`src/rtl/bus_interconnect.sv`:
```
// -----------------------------------------------------------------------------
// bus_interconnect
//
// Single-master, N-slave memory-bus interconnect. It registers one CPU request
// at a time and decodes it against per-slave address windows. The request goes
// to exactly one slave as a single-cycle valid pulse. The interconnect then
// waits for that slave's ready and returns a registered one-cycle response.
// It also returns an error response for an unmapped address or for a slave
// that does not answer within TIMEOUT cycles. Ready pulses from slaves that
// are not selected are ignored, and so are ready pulses that arrive outside
// the request/wait window.
//
// Ports:
//   clk           in   clock
//   rst           in   asynchronous active-low reset
//   memory_valid  in   single-cycle request pulse from the master
//   memory_instr  in   instruction-fetch flag
//   memory_addr   in   [31:0] byte address
//   memory_wdata  in   [31:0] write data
//   memory_wstrb  in   [3:0] byte strobes, 0 = read
//   memory_rdata  out  [31:0] response data, held until the next response
//   memory_ready  out  single-cycle response pulse
//   memory_error  out  qualifies memory_ready: unmapped address or timeout
//   slave_valid   out  [NUM_SLAVES-1:0] one-hot single-cycle request
//   slave_instr   out  latched instr, shared by all slaves
//   slave_addr    out  [31:0] latched address minus the selected window base
//   slave_wdata   out  [31:0] latched write data, shared
//   slave_wstrb   out  [3:0] latched strobes, shared
//   slave_rdata   in   [NUM_SLAVES*32-1:0] slave read data, slave i at [32*i +: 32]
//   slave_ready   in   [NUM_SLAVES-1:0] slave response pulses
// -----------------------------------------------------------------------------
module bus_interconnect #(
   parameter int                       NUM_SLAVES = 3,
   // Slave i owns bits [32*i +: 32], so the rightmost literal is slave 0.
   parameter logic [NUM_SLAVES*32-1:0] SLAVE_BASE = {32'h0020_0000, 32'h0010_0000, 32'h0000_0000},
   parameter logic [NUM_SLAVES*32-1:0] SLAVE_TOP  = {32'h0020_0010, 32'h0010_0010, 32'h0010_0000},
   parameter int                       TIMEOUT    = 256
) (
   input  logic                       clk,
   input  logic                       rst,
   input  logic                       memory_valid,
   input  logic                       memory_instr,
   input  logic [31:0]                memory_addr,
   input  logic [31:0]                memory_wdata,
   input  logic [3:0]                 memory_wstrb,
   output logic [31:0]                memory_rdata,
   output logic                       memory_ready,
   output logic                       memory_error,
   output logic [NUM_SLAVES-1:0]      slave_valid,
   output logic                       slave_instr,
   output logic [31:0]                slave_addr,
   output logic [31:0]                slave_wdata,
   output logic [3:0]                 slave_wstrb,
   input  logic [NUM_SLAVES*32-1:0]   slave_rdata,
   input  logic [NUM_SLAVES-1:0]      slave_ready
);

   localparam int SW = (NUM_SLAVES > 1) ? $clog2(NUM_SLAVES) : 1;
   localparam int CW = $clog2(TIMEOUT + 1);

   typedef enum logic [1:0] {
      S_IDLE,
      S_REQ,
      S_WAIT,
      S_RESP
   } state_t;

   state_t          state_q, state_d;
   logic [SW-1:0]   sel_q, sel_d;
   logic            instr_q, instr_d;
   logic [31:0]     addr_q, addr_d;
   logic [31:0]     wdata_q, wdata_d;
   logic [3:0]      wstrb_q, wstrb_d;
   logic [CW-1:0]   cnt_q, cnt_d;
   logic [31:0]     rdata_q, rdata_d;
   logic            err_q, err_d;

   // ---------------------------------------------------------------------------
   // Address decode: per-window hit, then lowest-index priority
   // ---------------------------------------------------------------------------
   logic [NUM_SLAVES-1:0] hit;
   logic                  dec_hit;
   logic [SW-1:0]         dec_idx;
   logic [31:0]           dec_base;

   for (genvar gi = 0; gi < NUM_SLAVES; gi++) begin : g_decode
      assign hit[gi] = (memory_addr >= SLAVE_BASE[32*gi +: 32]) &&
                       (memory_addr <  SLAVE_TOP[32*gi +: 32]);
   end

   // Scanning downwards lets the lowest matching index overwrite the others,
   // so overlapping windows resolve to the lowest slave number.
   always_comb begin
      dec_hit  = 1'b0;
      dec_idx  = '0;
      dec_base = '0;
      for (int i = NUM_SLAVES - 1; i >= 0; i--) begin
         if (hit[i]) begin
            dec_hit  = 1'b1;
            dec_idx  = SW'(i);
            dec_base = SLAVE_BASE[32*i +: 32];
         end
      end
   end

   // ---------------------------------------------------------------------------
   // Selected-slave response mux; every other slave's ready is invisible here
   // ---------------------------------------------------------------------------
   logic        sel_ready;
   logic [31:0] sel_rdata;

   always_comb begin
      sel_ready = 1'b0;
      sel_rdata = '0;
      for (int i = 0; i < NUM_SLAVES; i++) begin
         if (sel_q == SW'(i)) begin
            sel_ready = slave_ready[i];
            sel_rdata = slave_rdata[32*i +: 32];
         end
      end
   end

   // ---------------------------------------------------------------------------
   // Next-state logic
   // ---------------------------------------------------------------------------
   logic [CW-1:0] cnt_inc;
   assign cnt_inc = cnt_q + CW'(1);

   always_comb begin
      state_d = state_q;
      sel_d   = sel_q;
      instr_d = instr_q;
      addr_d  = addr_q;
      wdata_d = wdata_q;
      wstrb_d = wstrb_q;
      cnt_d   = cnt_q;
      rdata_d = rdata_q;
      err_d   = err_q;

      unique case (state_q)
         S_IDLE: begin
            if (memory_valid) begin
               sel_d   = dec_idx;
               instr_d = memory_instr;
               wdata_d = memory_wdata;
               wstrb_d = memory_wstrb;
               if (dec_hit) begin
                  // Slaves see an offset relative to their own window.
                  addr_d  = memory_addr - dec_base;
                  state_d = S_REQ;
               end else begin
                  addr_d  = memory_addr;
                  rdata_d = '0;
                  err_d   = 1'b1;
                  state_d = S_RESP;
               end
            end
         end

         S_REQ: begin
            cnt_d = '0;
            if (sel_ready) begin
               rdata_d = sel_rdata;
               err_d   = 1'b0;
               state_d = S_RESP;
            end else begin
               state_d = S_WAIT;
            end
         end

         S_WAIT: begin
            // Ready is tested first so a response on the final cycle still wins.
            if (sel_ready) begin
               rdata_d = sel_rdata;
               err_d   = 1'b0;
               state_d = S_RESP;
            end else begin
               cnt_d = cnt_inc;
               if (cnt_inc == CW'(TIMEOUT - 1)) begin
                  rdata_d = '0;
                  err_d   = 1'b1;
                  state_d = S_RESP;
               end
            end
         end

         S_RESP: begin
            err_d   = 1'b0;
            state_d = S_IDLE;
         end

         default: state_d = S_IDLE;
      endcase
   end

   // ---------------------------------------------------------------------------
   // State registers
   // ---------------------------------------------------------------------------
   always_ff @(posedge clk or negedge rst) begin
      if (!rst) begin
         state_q <= S_IDLE;
         sel_q   <= '0;
         instr_q <= 1'b0;
         addr_q  <= '0;
         wdata_q <= '0;
         wstrb_q <= '0;
         cnt_q   <= '0;
         rdata_q <= '0;
         err_q   <= 1'b0;
      end else begin
         state_q <= state_d;
         sel_q   <= sel_d;
         instr_q <= instr_d;
         addr_q  <= addr_d;
         wdata_q <= wdata_d;
         wstrb_q <= wstrb_d;
         cnt_q   <= cnt_d;
         rdata_q <= rdata_d;
         err_q   <= err_d;
      end
   end

   // ---------------------------------------------------------------------------
   // Outputs: decoded from registers only, so they go low with the reset
   // ---------------------------------------------------------------------------
   for (genvar gi = 0; gi < NUM_SLAVES; gi++) begin : g_valid
      assign slave_valid[gi] = (state_q == S_REQ) && (sel_q == SW'(gi));
   end

   assign slave_instr  = instr_q;
   assign slave_addr   = addr_q;
   assign slave_wdata  = wdata_q;
   assign slave_wstrb  = wstrb_q;
   assign memory_ready = (state_q == S_RESP);
   assign memory_error = (state_q == S_RESP) && err_q;
   assign memory_rdata = rdata_q;

endmodule

```
`config.mk`:
```
export PLATFORM = sky130hd
export DESIGN_NAME = bus_interconnect
export DESIGN_NICKNAME = d
export VERILOG_FILES = /design/src/rtl/bus_interconnect.sv
export SDC_FILE = /design/constraint.sdc
export NUM_CORES = 1
export LEC_CHECK = 0
export CORE_UTILIZATION = 35
export DETAILED_ROUTE_END_ITERATION = 8
export PLACE_DENSITY = 0.71
export SETUP_SLACK_MARGIN = 0.02
export SYNTH_ARGS = -nofsm -noshare
export SYNTH_HDL_FRONTEND = slang
export SYNTH_SLANG_ARGS = --single-unit
```
`constraint.sdc`:
```
create_clock -name clk -period 5.86 [get_ports clk]
set_input_delay 1.172 -clock clk [delete_from_list [all_inputs] [get_ports clk]]
set_output_delay 1.172 -clock clk [all_outputs]
set_load 0.03 [all_outputs]
```
# [Word-level counts from Yosys, hierarchy flattened]
# Index checks and enable logic that the tools add are counted.
# Widths: inputs -> output; s select.
[word_totals] n_memories=0 output_inout_bits=106 register_bits=115 input_bits=171 romBits=0 wordCells=80 latchBits=0 ramBits=0
[classes] multipliers=0 div=0 n_addsub=2 muxes=36 n_eq_ne=11 order_cmp=6 n_reduce_logical=16 bitwise_logic=0 n_shift=0
[ops] cell="$mux 32" n=11
[ops] cell="$pmux 32 s3" n=1
[ops] cell="$lt 32x21->1 const B" n=2
[ops] cell="$ge 32x1->1 const B" n=1
[ops] cell="$ge 32x21->1 const B" n=1
[ops] cell="$ge 32x22->1 const B" n=1
[ops] cell="$lt 32x22->1 const B" n=1
[ops] cell="$sub 32x32->32" n=1
[ops] cell="$mux 22" n=1
[ops] cell="$pmux 9 s2" n=1
[ops] cell="$mux 2" n=7
[ops] cell="$mux 1" n=12
[ops] cell="$add 9x1->9 const B" n=1
[ops] cell="$eq 9x8->1 const B" n=1
[ops] cell="$mux 9" n=1
[ops] cell="$ne 2x2->1 const B" n=4
[ops] cell="$pmux 2 s4" n=1
[ops] cell="$logic_and 1x1->1" n=7
[ops] cell="$eq 2x2->1 const B" n=3
[ops] cell="$reduce_and 2->1" n=3
[ops] cell="$reduce_and 5->1" n=1
[ops] cell="$eq 2x1->1 const B" n=2
[ops] cell="$logic_not 2->1" n=2
[ops] cell="$pmux 1 s4" n=1
[ops] cell="other kinds (4)" n=4

# [Logic depth before layout (Yosys ltp)]
# Gate-level depths: netlist of run 1.
[depth] word_depth=8 mapped_depth=8 mapped_depth_nobuf=8

# [Worst setup path after synthesis of run 1]
# OpenSTA, ideal clock, no wires.
[synth_path] path_kind="input to register" startpoint="input port memory_addr[17]" endpoint="register rdata_q[0], in the netlist memory_rdata[0]" arrival_time_ns=2.996 path_slack_ns=2.739 path_buffers=1 stages=7 required_ns=5.735 setup_time_ns=0.125 cell_sequence="nor4_1 nand4_1 maj3_1 nor2_2 a2111o_1 buf_6 mux2_4"
[synth_between] elab_chain_cells=7 elab_cells_between_ends=14 cone_classes="order compare (6); eq/ne (1); mux (3); reduce/logical (4)"
[synth_lines] item="from (decl)" line_no="43" rtl="input logic [31:0] memory_addr,"
[synth_lines] item="$ge 32x22->1 / $lt 32x22->1 (equally long branches)" line_no="87, 88"
[synth_lines] item="$logic_and 1x1->1" line_no="87" rtl="assign hit[gi] = (memory_addr >= SLAVE_BASE[32*gi +: 32]) &&"
[synth_lines] item="$mux 1 (2 in a row)" line_no="98" rtl="if (hit[i]) begin"
[synth_lines] item="$mux 1 (*)" line_no="98"
[synth_lines] item="$ne 2x2->1 (no source line) (*)"
[synth_lines] item="$reduce_and 5->1 (no source line) (*)"
[synth_lines] item="to (signal assigned)" line_no="218" rtl="rdata_q <= rdata_d;"
[synth_lines] item="to (decl)" line_no="75" rtl="logic [31:0] rdata_q, rdata_d;"
# Mark *: on every way between the ends. The rest lies on a longest branch, timed or not.
# A chain may end at the register's enable or synchronous reset.

# [Worst setup path after layout of run 1]
[layout_path] startpoint="input port memory_addr[17]" endpoint="register rdata_q[20], in the netlist memory_rdata[20]"
# Same word-level chain as after synthesis.

==> results of run 1 <==
placed cells by master, fill, tap and decap left out, types with 9 or more instances in the layout:
| cell | Yosys | routed |
|---|---|---|
| sky130_fd_sc_hd__a21oi_1 | 42 | 42 |
| sky130_fd_sc_hd__clkbuf_16 | 0 | 17 |
| sky130_fd_sc_hd__clkdlybuf4s50_1 | 0 | 275 |
| sky130_fd_sc_hd__dfrtp_1 | 115 | 114 |
| sky130_fd_sc_hd__ha_1 | 9 | 9 |
| sky130_fd_sc_hd__mux2_4 | 30 | 30 |
| sky130_fd_sc_hd__mux2i_1 | 36 | 36 |
| sky130_fd_sc_hd__nand2_1 | 184 | 183 |
| sky130_fd_sc_hd__nor2_1 | 79 | 79 |
| sky130_fd_sc_hd__o21ai_0 | 12 | 12 |
cells in the mapped netlist, drive strengths merged:
cell type / count / area, µm²
buf: 11 / 63.8
nor3b: 2 / 15.0
nand2b: 4 / 25.0
o211ai: 1 / 7.51
nor2b: 2 / 12.5
fa: 1 / 20.0
mux2: 34 / 495
ha: 9 / 113
nand4: 2 / 12.5
nor2: 80 / 303
o22ai: 1 / 6.26
o31ai: 3 / 22.5
o21bai: 1 / 7.51
and3: 4 / 25.0
nor3: 3 / 15.0
inv: 7 / 26.3
a2111oi: 1 / 8.76
a21bo: 1 / 10.0
a211oi: 2 / 15.0
a22o: 2 / 17.5
a21o: 3 / 22.5
o21ai: 13 / 65.1
xor2: 1 / 8.76
maj3: 1 / 10.0
a2111o: 1 / 11.3
a21oi: 42 / 210
and2: 2 / 12.5
dfrtp: 115 / 2880
o41a: 1 / 11.3
mux2i: 36 / 360
nand2: 184 / 691
o22a: 5 / 43.8
xnor2: 1 / 8.76
clkbuf: 23 / 86.3
or2: 1 / 6.26
nor4: 7 / 43.8
nand3b: 2 / 15.0
a211o: 1 / 8.76
nand3: 4 / 20.0
power groups by stage:
stage	registers [mW]	logic [mW]	clock network (mW)
global placement	1.23	2.14	0
global route	1.27	2.29	1.14
CTS	1.24	2.16	1.10
finish	1.23	2.13	1.07
floorplan	1.73	0.806	0
detailed placement	1.24	2.16	0
layer usage:
metal / track usage / vias to the layer above
met3: 0.0877 / 11
met5: 0 / -
met4: 0.0677 / 0
li1: - / 2573
met1: 0.237 / 2392
met2: 0.348 / 227
layout make-up:
class / instances / area, µm²
clock buffers: 22 / 454
flip-flops and latches: 115 / 2880
clock inverters: 10 / 156
inverters: 7 / 26.3
well taps: 216 / 270
repair buffers: 283 / 2810
multi-input cells: 458 / 2690
fillers: 1421 / 6660
worst reg2reg max path: stages, from the launching register on:
cell	delay [ns]
sky130_fd_sc_hd__dfrtp_2	0.63
sky130_fd_sc_hd__buf_4	0.47
sky130_fd_sc_hd__mux2i_1	0.34
sky130_fd_sc_hd__o211ai_1	0.12
sky130_fd_sc_hd__buf_4	0.20
sky130_fd_sc_hd__nand2_1	0.07
sky130_fd_sc_hd__o41a_1	0.29
sky130_fd_sc_hd__a2111o_2	0.82
sky130_fd_sc_hd__mux2_2	0.44
how the worst max path moves through the flow:
stage                                from               end  slack, ns  cells after the start
after floorplan           memory_addr[17]   memory_rdata[0]       2.74                      7
after global placement    memory_addr[17]  memory_rdata[21]       1.33                      7
after detailed placement  memory_addr[17]  memory_rdata[21]       1.28                      7
after CTS                 memory_addr[17]  memory_rdata[21]       1.72                      7
after global routing      memory_addr[17]  memory_rdata[21]       1.60                      7
final                     memory_addr[17]  memory_rdata[20]       1.76                      7
sequential cells by signal, indices dropped and copies added (netlist names):
register      cells
err_q             1
sel_q             2
state_q           2
slave_instr       1
slave_addr       32
cnt_q             9
memory_rdata     32
slave_wdata      32
slave_wstrb       4
through the flow:
| stage | instances | utilization | hold WS [ns] |
|---|---|---|---|
| floorplan | 614 | - | 0.452 |
| global placement | 1079 | 0.544 | 0.457 |
| detailed placement | 1079 | 0.544 | 0.461 |
| CTS | 1111 | 0.582 | 0.475 |
| global route | 1111 | 0.582 | 0.493 |
| finish | 1111 | 0.582 | 0.469 |
cells by family (layout without fill, tap and decap cells):
family	Yosys count	count (layout)	synth area share
AND/OR/NAND/NOR	297	297	0.209
flip-flops	115	115	0.502
AO/OA/AOI/OAI	78	78	0.0816
multiplexers	70	70	0.149
buffers and inverters	41	322	0.0308
adder cells (fa/ha/maj)	11	11	0.0249
XOR/XNOR	2	2	0.00306
==> results by stage, run 1 <==
Route:
- The number of remaining DRC errors is 0.
- The violation count after the first detailed-routing iteration is roughly 180.
- Dividing the detail-routed via count by the number of cells gives ~4.7.
- Summed over all layers, the routed wires come to roughly 17000 µm.
- The number of iterations in the first detailed-routing pass is 5.
- Detailed routing placed a total of 1960 µm of wire on met3.
- The number of nets still failing antenna checks after routing is 0.
- The detailed-route wire length on metal 1 is between 6000 and 7000 µm.
- The final route contains approximately 5200 vias.
- Dividing the detail-routed wire length by the instance count gives approximately 16 µm.
- In the detailed route, the total length drawn on met2 is roughly 8000 µm.
- Signal routing reaches up to met4.

Timing:
- The worst pin sits at a relative slew slack of 0.265.
- The upper clock frequency limit is ~0.24 GHz.
- Counting I/O delays and the setup requirement, the final critical path takes between 4 and 5 ns.
- The ratio of final minimum period to clock period is 0.700.
- The number of pins with negative max-slew slack in the final report is 0.
- The slew at the pin with the worst max-slew slack is approximately 1.1 ns.
- The clock skew after layout is 0.00551 ns.
- Setup violations remaining at the end of the flow were counted as 0.
- For the final routed database, the setup TNS stands at 0 ns.
- The number of hold-slack violations in the final timing report was 0.
- In the post-route analysis, the smallest setup slack over all paths is 1.76 ns.
- Setup repair after global routing left no endpoint under its margin.

Power and ir drop:
- The leakage power total is 4.16 nW.
- The share of total power dissipated in combinational logic is 0.480.
- The maximum ir drop on the vdd rail is 0.304 mV.
- The share of total power dissipated in sequential elements is 0.278.
- Summed over all nets, the switching power comes to 1.71 mW.
- Of the total power, the share spent switching nets is 0.385.
- The share of total power dissipated in the clock network is 0.242.
- The post-route total power is between 4 and 5 mW.
- Dividing total power by cell area gives a power density of 478 mW/mm².
- The internal power summed over all cells is 2.73 mW.

Run:
- Across the run, the number of max-cap violations was 0.

Hold path:
- The worst hold path was traced through 2 stages.
- The path class of the tightest hold or removal check is flop to flop.
- The startpoint of the worst hold path is slave_wdata[8].
- The hold path endpoint is slave_wdata[8].

Floorplanning:
- The number of rows in the core area is 46.
- The die is between 100 and 150 µm wide.
- The initial cell density of the core is 0.360.
- From bottom edge to top edge, the die measures ~130 µm.
- For this design the top-level I/O count stands at between 200 and 300.
- The area of the core is roughly 0.016 mm².
- The die covers about 0.017 mm².

Clocking:
- The cell at the root of the clock tree is sky130_fd_sc_hd__clkbuf_16.
- The clock tree synthesis step divided the H-tree into 4 levels.
- The clock edge transition at the registers on the reported setup and hold paths is ~0.05 ns.
- The maximum buffer depth of the clock tree is 2.
- The number of gates resized after CTS is 0.
- The count of buffers added by post-CTS timing repair for setup is 0.
- The source-to-sink clock delay at the later pin of the worst-skew pair is roughly 0.41 ns.
- Counting the buffers created by CTS gives 17.
- The hold buffer count at cts is 0.
- Clock tree synthesis found a total of 115 sinks.
- The CTS tree is built.

Setup path:
- Data arrives at the worst endpoint at 4.39 ns.
- Counting both buffers and inverters, the worst setup path holds a total of 1.
- The endpoint type of the worst setup path is a flop.
- The setup slack of the worst register-to-register path is 2.36 ns.
- Among all stages on the critical path, the largest delay is contributed by sky130_fd_sc_hd__a2111o_2.
- The start-to-end type of the worst setup path is input pin to flop.
- The endpoint identified for the worst register-to-register timing path is memory_rdata[20].
- Along the worst path, the maximum fanout reaches 32.
- Counting cells, the worst reg-to-reg path comes to 8.
- On the critical path the largest part of the delay comes from simple AND/OR/NAND/NOR gates.
- The data required time at the worst endpoint is 6.15 ns.
- The signal on the critical path passes through clkdlybuf4s50_1, nor4_1, nand4_1, maj3_1, nor2_2, a2111o_2, mux2_2.
- In this run the critical register-to-register path is launched from sel_q[0].
- The worst setup path is launched from an input pin.
- The largest single stage delay on the critical path is approximately 0.87 ns.

Logic synthesis:
- The net count after synthesis is roughly 800.
- For this run, the number of Yosys warnings is 0.
- The portion of the post-synthesis area used by sequential elements is 0.502.
- The synthesized design contains roughly 120 register bits.
- The average size of a mapped cell is ~9.3 µm².
- The cell area after synthesis is 0.00573 mm².
- The post-synthesis cell count is ~610.
- The number of distinct library cells after synthesis is 43.

Placement:
- The standard cell area after detailed placement is around 0.0087 mm².
- The count of buffers from port buffering is about 280.
- The total half-perimeter wirelength after legalization and detailed placement is around 13000 µm.
- The final weighted congestion of routability-driven global placement is between 0.7 and 0.8.
- The worst setup slack before clock tree synthesis is 1.28 ns.

GRT:
- The total overflow left after global routing is 0.
- The via count of the first global-routing pass was 5038.
- Entering global routing, the biggest net connects between 60 and 70 pins.
- The global-route usage over all layers is 0.207.
- The number of antenna violations at the first check in global routing is 0.
- The wire length of the first global-routing pass is about 26000 µm.

Cells and area:
- The post-route standard cell area excluding fillers is 0.00929 mm².
- The antenna cell count is 0.
- The layout-stage area growth over the synthesis result is 61.9%.
- The layout net count is 1063.
- In the final layout, the share of cells above drive strength 1 is 0.0872.

Run status:
- The run finished with clean final reports.
Power figures use the tool's default switching activity.
==> run 2, diff against run 1 <==
==> constraint.sdc (replaced) <==
create_clock -name clk -period 3.8 [get_ports clk]
set_input_delay 0.76 -clock clk [delete_from_list [all_inputs] [get_ports clk]]
set_output_delay 0.76 -clock clk [all_outputs]
set_load 0.03 [all_outputs]
==> run 2 against run 1 <==
Critical path depth grew 2; clock-buffer cell count shrank 1; clock skew grew 0.0036 ns; highest routed layer unchanged; worst hold slack lost 0.027 ns; sequential power grew 55%; routed wire length grew 3.2%; clock power grew 50%; largest cell class is now buffers.
==> results by stage, run 2 (synthesized netlist as in run 1, its figures left out) <==
Run:
- The number of max-cap violations is 0 (unchanged).

Floorplanning:
- The area of the core came to 0.0159 mm² (unchanged).
- The I/O pin count is 277 (unchanged).
- The number of rows in the core area came to 46 (unchanged).
- The initial cell density of the core is 0.360 (unchanged).
- The die boundary width is 130 µm (unchanged).
- The die area was 0.0169 mm² (unchanged).
- The vertical extent of the die is 130 µm (unchanged).

Clocking:
- The number of gates resized after CTS came to 0 (unchanged).
- The number of sinks handled by clock tree synthesis was 115 (unchanged).
- CTS placed an instance of sky130_fd_sc_hd__clkbuf_16 at the clock tree root.
- The count of buffers added by post-CTS timing repair for setup is 0 (unchanged).
- The source-to-sink clock delay at the later pin of the worst-skew pair is 0.41 ns (about the same).
- The CTS tree is built.
- The H-tree depth came to 4 (unchanged).
- The TritonCTS buffer count was 17 (unchanged).
- The clock edge transition at the registers on the reported setup and hold paths is 0.06 ns (about the same).
- The maximum buffer depth of the clock tree came to 2 (unchanged).
- The hold buffer count at cts is 0 (unchanged).

GRT:
- The global-route usage over all layers was 0.211 (+0.00449).
- The via count of the first global-routing pass is 5170 (+2.6%).
- The overall overflow remaining after global route is 0 (unchanged).
- The wire length of the first global-routing pass is 27000 µm (+2.9%).
- The number of antenna violations at the first check in global routing is 0 (unchanged).
- The pin count of the biggest net entering global routing is 63 (-1.6%).

Power and ir drop:
- The net switching share of the total power is 0.389 (+0.00380).
- The share of total power in combinational logic is 0.488 (+0.008).
- The fraction of power consumed by sequential logic was 0.278 (about the same).
- The internal power summed over all cells is 4.19 mW (+54%).
- The leakage power total was 4.19 nW (+0.70%).
- The proportion of power drawn by the clock network is 0.234 (-0.008).
- The net switching component of the power is 2.67 mW (+56%).
- The maximum ir drop on the vdd rail is 0.436 mV (+43%).
- The post-route total power is 6.87 mW (+55%).
- The power density over cell area is 735 mW/mm² (+54%).

Placement:
- The final weighted congestion of routability-driven global placement is 0.759 (-2.6%).
- The worst setup slack before clock tree synthesis came to 0.285 ns (-0.999 ns).
- The count of buffers from port buffering is 276 (unchanged).
- The number of placed instances, taps included is 1085 (+0.56%).
- The total half-perimeter wirelength after legalization and detailed placement is 13100 µm (+2.9%).

Setup path:
- STA classifies the critical path startpoint as an input pin.
- The signal arrival time at the worst endpoint is 3.44 ns (-0.95 ns).
- The worst setup path is of the input pin to flop kind.
- The data required time at the worst endpoint was 4.13 ns (-2.02 ns).
- The buffer and inverter count on the worst path was 2 (+1).
- The largest driver fanout on the critical path is 5 (-84%).
- In this design, the critical path's most frequently occurring cell is sky130_fd_sc_hd__nor4_1.
- Traced cell by cell, the critical path runs through clkdlybuf4s50_1, nor4_1, nand3_1, nor4_1, ha_1, inv_1, fa_1, nand3b_1, a21oi_1.
- The kind of cell adding the most delay to the critical path is simple AND/OR/NAND/NOR gates.
- The delay of the slowest critical-path stage is 0.46 ns (-0.41 ns).
- The endpoint type of the worst setup path is a flop.
- Among all stages on the critical path, the largest delay is contributed by sky130_fd_sc_hd__clkdlybuf4s50_1.

Timing:
- Setup repair after global routing left no endpoint under its margin.
- Dividing the final minimum period by the clock period gives 0.818.
- The count of endpoints failing setup in the final report is 0 (unchanged).
- The clock skew after layout is 0.00909 ns (+0.00358 ns).
- The number of pins with negative max-slew slack in the final report was 0 (unchanged).
- The slew at the pin with the worst max-slew slack is 0.799 ns (-0.301 ns).
- The final worst setup slack is 0.691 ns (-1.07 ns).
- The total negative setup slack came to 0 ns (unchanged).
- The number of hold-slack violations in the final timing report is 0 (unchanged).
- The tightest slew margin relative to the limit came to 0.468 (+0.203).
- The upper clock frequency limit is between 0.3 and 0.4 GHz.
- The worst path needs approximately 3.1 ns of the cycle, external delays included.

Cells and area:
- The library cell used most frequently in the layout, excluding fill and tap cells, is sky130_fd_sc_hd__clkdlybuf4s50_1.
- Relative to the synthesized area, the layout overhead comes to 62.9%.
- The layout net count is 1069 (+0.56%).
- The final instance count without filler cells is 1116 (+0.45%).
- The antenna cell count is 0 (unchanged).
- The share of post-route cells with drive strength above 1 is 0.0944 (+0.00729).
- The top cell types in the final layout, fill and taps aside, are sky130_fd_sc_hd__clkdlybuf4s50_1, sky130_fd_sc_hd__nand2_1, sky130_fd_sc_hd__dfrtp_1.

Route:
- The violation count after the first detailed-routing iteration is 151 (-17%).
- The number of remaining DRC errors is 0 (unchanged).
- The sum of routed wire length over all layers is 17800 µm (+3.2%).
- The total number of vias is 5301 (+1.9%).
- The number of nets still failing antenna checks after routing came to 0 (unchanged).
- The average routed wire per standard cell is 15.9 µm (+2.7%).
- The number of vias per cell after detailed routing is 4.75 (+1.4%).
- The number of iterations in the first detailed-routing pass came to 4 (-1).

Run status:
- The run finished with clean final reports.

Hold path:
- The class of the tightest hold or removal check is input pin to asynchronous set/reset pin.
[run 2: stage by stage]
stage / instance area (µm²) / hold slack (ns) / utilization
finish: 9340 / 0.441 / 0.586
global route: 9340 / 0.483 / 0.586
CTS: 9340 / 0.461 / 0.586
detailed placement: 8750 / 0.461 / 0.549
global placement: 8750 / 0.457 / 0.549
floorplan: 5730 / 0.452 / -
[run 2: area by class of cell]
type                            count  area, µm²
Sequential cell                   115       2880
Tap cell                          216        270
Multi-Input combinational cell    458       2690
Timing Repair Buffer              289       2880
Clock inverter                     10        134
Fill cell                        1404       6600
Clock buffer                       21        460
Inverter                            7       26.3
[run 2: worst paths after layout]
path | slack [ns] | end | depth (start not counted) | startpoint
min | 0.44 | slave_wdata[3] | 1 | rst
max in group asynchronous | 2.58 | slave_wdata[5] | 2 | rst
max reg2reg | 0.92 | memory_rdata[6] | 8 | cnt_q[0]
max | 0.69 | slave_addr[26] | 9 | memory_addr[24]
min in group clk | 0.47 | slave_wdata[24] | 2 | slave_wdata[24]
min reg2reg | 0.47 | slave_wdata[24] | 2 | slave_wdata[24]
[run 2: metal layers]
layer,vias up,GRT usage,wire length (µm)
met4,0,0.0698,208
li1,2590,-,-
met5,-,0,0
met2,230,0.355,8490
met1,2467,0.241,7030
met3,14,0.0927,2070
[run 2: power groups by stage]
stage | combinational, mW | sequential [mW] | clock (mW)
after floorplan | 1.24 | 2.67 | 0
after global placement | 3.33 | 1.91 | 0
after detailed placement | 3.38 | 1.91 | 0
after CTS | 3.39 | 1.91 | 1.64
after global routing | 3.61 | 1.95 | 1.70
final | 3.35 | 1.91 | 1.61
[run 2: worst reg2reg max path: stages, from the launching register on]
cell and delay (ns):
sky130_fd_sc_hd__dfrtp_1 0.44, sky130_fd_sc_hd__ha_1 0.28, sky130_fd_sc_hd__nand2b_1 0.09, sky130_fd_sc_hd__a21bo_2 0.19, sky130_fd_sc_hd__a21oi_1 0.06, sky130_fd_sc_hd__o41a_1 0.51
sky130_fd_sc_hd__a2111o_2 0.64, sky130_fd_sc_hd__buf_12 0.24, sky130_fd_sc_hd__mux2_4 0.31
==> run 3, diff against run 2 <==
--- a/config.mk
+++ b/config.mk
@@ -7,7 +7,7 @@
 export LEC_CHECK = 0
 export CORE_UTILIZATION = 35
 export DETAILED_ROUTE_END_ITERATION = 8
-export PLACE_DENSITY = 0.71
+export PLACE_DENSITY = 0.73
 export SETUP_SLACK_MARGIN = 0.02
 export SYNTH_ARGS = -nofsm -noshare
 export SYNTH_HDL_FRONTEND = slang
==> constraint.sdc (replaced) <==
create_clock -name clk -period 2.8 [get_ports clk]
set_input_delay 0.56 -clock clk [delete_from_list [all_inputs] [get_ports clk]]
set_output_delay 0.56 -clock clk [all_outputs]
set_load 0.03 [all_outputs]
==> run 3 against run 2 <==
Combinational power increased by 40%; non-clock buffer count is 22 higher; global-route usage rose by 0.46 points; via count increased by 2.5%; routed wire length is 0.84% higher; critical path type unchanged; critical endpoint is now memory_rdata[20]; largest power group unchanged.
==> results by stage, run 3 (synthesized netlist as in run 1, its figures left out) <==
Timing:
- The slew at the pin with the worst max-slew slack was 0.682 ns (-0.116 ns).
- The final worst setup slack is 0.0870 ns (-0.604 ns).
- The number of hold-slack violations in the final timing report is 0 (unchanged).
- The clock skew after layout is 0.00706 ns (-0.00203 ns).
- The number of pins with negative max-slew slack in the final report is 0 (unchanged).
- Setup repair after global routing could not meet its margin everywhere.
- The final critical delay including setup and external delays is between 2 and 3 ns.
- The count of endpoints failing setup in the final report was 0 (unchanged).
- The total negative setup slack is 0 ns (unchanged).
- The hold slack is 0.0855 ns (-0.356 ns).
- Of the available clock period, the critical path in the final layout requires 0.969.
- Timing would allow up to between 0.3 and 0.4 GHz.
- The tightest slew margin relative to the limit came to 0.543 (+0.0755).

Cells and area:
- The utilization after layout was 0.604 (+0.0177).
- The layout-stage area growth over the synthesis result is 67.8%.
- The total of fill cells in the finished design is 1387 (-1.2%).
- The share of post-route cells with drive strength above 1 came to 0.124 (+0.0292).
- The library cells used most frequently in the layout, excluding fill and tap cells, are sky130_fd_sc_hd__clkdlybuf4s50_1, sky130_fd_sc_hd__nand2_1, sky130_fd_sc_hd__dfrtp_1.
- The post-route standard cell area excluding fillers is 0.00962 mm² (+3.0%).
- The final instance count without filler cells was 1138 (+2.0%).
- The layout net count is 1091 (+2.1%).
- The most common cell after layout, fill and taps aside is sky130_fd_sc_hd__clkdlybuf4s50_1.
- The antenna cell count was 0 (unchanged).

Floorplanning:
- The number of rows in the core area came to 46 (unchanged).
- The I/O pin count is 277 (unchanged).
- The die area is 0.0169 mm² (unchanged).
- The die boundary width is 130 µm (unchanged).
- The initial cell density of the core is 0.360 (unchanged).
- The vertical extent of the die is 130 µm (unchanged).
- The area of the core came to 0.0159 mm² (unchanged).

Clocking:
- The maximum buffer depth of the clock tree was 2 (unchanged).
- The CTS tree is built.
- The source-to-sink clock delay at the later pin of the worst-skew pair was 0.41 ns (about the same).
- The number of sinks handled by clock tree synthesis is 115 (unchanged).
- The clock edge transition at the registers on the reported setup and hold paths is 0.05 ns (about the same).
- The TritonCTS buffer count is 17 (unchanged).
- The hold buffer count at cts is 0 (unchanged).
- In this run the clock root is driven by a sky130_fd_sc_hd__clkbuf_16.
- The H-tree depth came to 4 (unchanged).

Run status:
- The run finished with clean final reports.

Route:
- The number of vias per cell after detailed routing is 4.78 (+0.56%).
- The number of remaining DRC errors came to 0 (unchanged).
- The violation count after the first detailed-routing iteration was 148 (-2.0%).
- The total number of vias was 5436 (+2.5%).
- The number of nets still failing antenna checks after routing came to 0 (unchanged).
- The average routed wire per standard cell came to 15.8 µm (-1.1%).
- The number of iterations in the first detailed-routing pass was 5 (+1).
- The sum of routed wire length over all layers is 17900 µm (+0.84%).

Setup path:
- The endpoint type of the worst setup path is a flop.
- STA classifies the critical path startpoint as an input pin.
- The largest driver fanout on the critical path was 16 (+11).
- The data required time at the worst endpoint is 3.09 ns (-1.04 ns).
- The start-to-end type of the worst setup path is input pin to flop.
- The signal arrival time at the worst endpoint was 3.00 ns (-0.44 ns).

Placement:
- The worst setup slack before clock tree synthesis is -0.470 ns (-0.754 ns).
- The number of placed instances, taps included came to 1105 (+1.8%).
- The final weighted congestion of routability-driven global placement is 0.807 (+6.3%).
- The count of buffers from port buffering is 276 (unchanged).
- The standard cell area after detailed placement is 0.00892 mm² (+2.0%).
- The total half-perimeter wirelength after legalization and detailed placement was 13300 µm (+1.7%).

Power and ir drop:
- The post-route total power was 9.58 mW (+39%).
- The maximum ir drop on the vdd rail is 0.632 mV (+45%).
- The power density over cell area is 995 mW/mm² (+35%).
- The leakage power total is 4.35 nW (+3.8%).

GRT:
- The global-route usage over all layers was 0.216 (+0.00462).
- The overall overflow remaining after global route came to 0 (unchanged).
- The wire length of the first global-routing pass is 27600 µm (+2.2%).
- The number of antenna violations at the first check in global routing came to 0 (unchanged).
- The pin count of the biggest net entering global routing is 55 (-13%).
- The via count of the first global-routing pass was 5438 (+5.2%).

Run:
- The number of max-cap violations is 0 (unchanged).

Hold path:
- The class of the tightest hold or removal check is input pin to asynchronous set/reset pin.
[run 3: changes by cell type in the layout (fill, tap and decap cells not counted), moves of 2 or more]
| cell | delta |
|---|---|
| sky130_fd_sc_hd__buf_12 | +2 |
| sky130_fd_sc_hd__buf_4 | +19 |
| sky130_fd_sc_hd__clkdlybuf4s50_1 | -3 |
| sky130_fd_sc_hd__dlygate4sd2_1 | +3 |
| sky130_fd_sc_hd__nor4_1 | -3 |
| sky130_fd_sc_hd__nor4_4 | +2 |
[run 3: layout make-up]
cell class	count	area (µm²)	area share
Timing Repair Buffer	311	3090	0.321
Sequential cell	115	2880	0.299
Multi-Input combinational cell	458	2730	0.284
Clock buffer	21	470	0.0489
Tap cell	216	270	0.0281
Clock inverter	10	156	0.0163
Inverter	7	26.3	0.00273
[run 3: path summary, 6_finish.rpt]
path	from	to	slack (ns)	depth (start not counted)
min reg2reg	slave_wdata[2]	slave_wdata[2]	0.47	2
min in group clk	slave_wdata[2]	slave_wdata[2]	0.47	2
min	rst	memory_rdata[31]	0.09	1
max in group asynchronous	rst	slave_addr[17]	2.09	2
max	memory_addr[13]	memory_rdata[20]	0.09	10
max reg2reg	cnt_q[1]	memory_rdata[30]	0.17	8
[run 3: critical path, stage by stage]
cell and delay, ns:
sky130_fd_sc_hd__clkdlybuf4s50_1 0.43, sky130_fd_sc_hd__nor4_2 0.31, sky130_fd_sc_hd__buf_4 0.16, sky130_fd_sc_hd__nand4_1 0.08, sky130_fd_sc_hd__buf_4 0.17, sky130_fd_sc_hd__maj3_1 0.37, sky130_fd_sc_hd__nor2_2 0.13, sky130_fd_sc_hd__a2111o_2 0.23
sky130_fd_sc_hd__buf_12 0.20, sky130_fd_sc_hd__mux2_2 0.35
[run 3: power by group]
group,leakage [nW],internal (mW),total [mW],switching (mW)
sequential,1.47,2.25,2.59,0.339
clock,0.309,1.55,2.30,0.750
combinational,2.57,2.10,4.69,2.58
total,4.35,5.90,9.58,3.67
[run 3: per-layer routing]
metal  share of wire  vias to the layer above  GRT usage
li1                -                     2634          -
met4           0.014                        0     0.0663
met1            0.38                     2548      0.232
met2            0.49                      235      0.378
met5               0                        -          0
met3            0.11                       19     0.0988
[run 3: timing repair]
action | CTS | global route
endpoints found under the setup margin | 8 | 43
pin swaps | 0 | 3
resized for setup | 4 | 7
cloned | 0 | 1
buffers inserted | 0 | 1
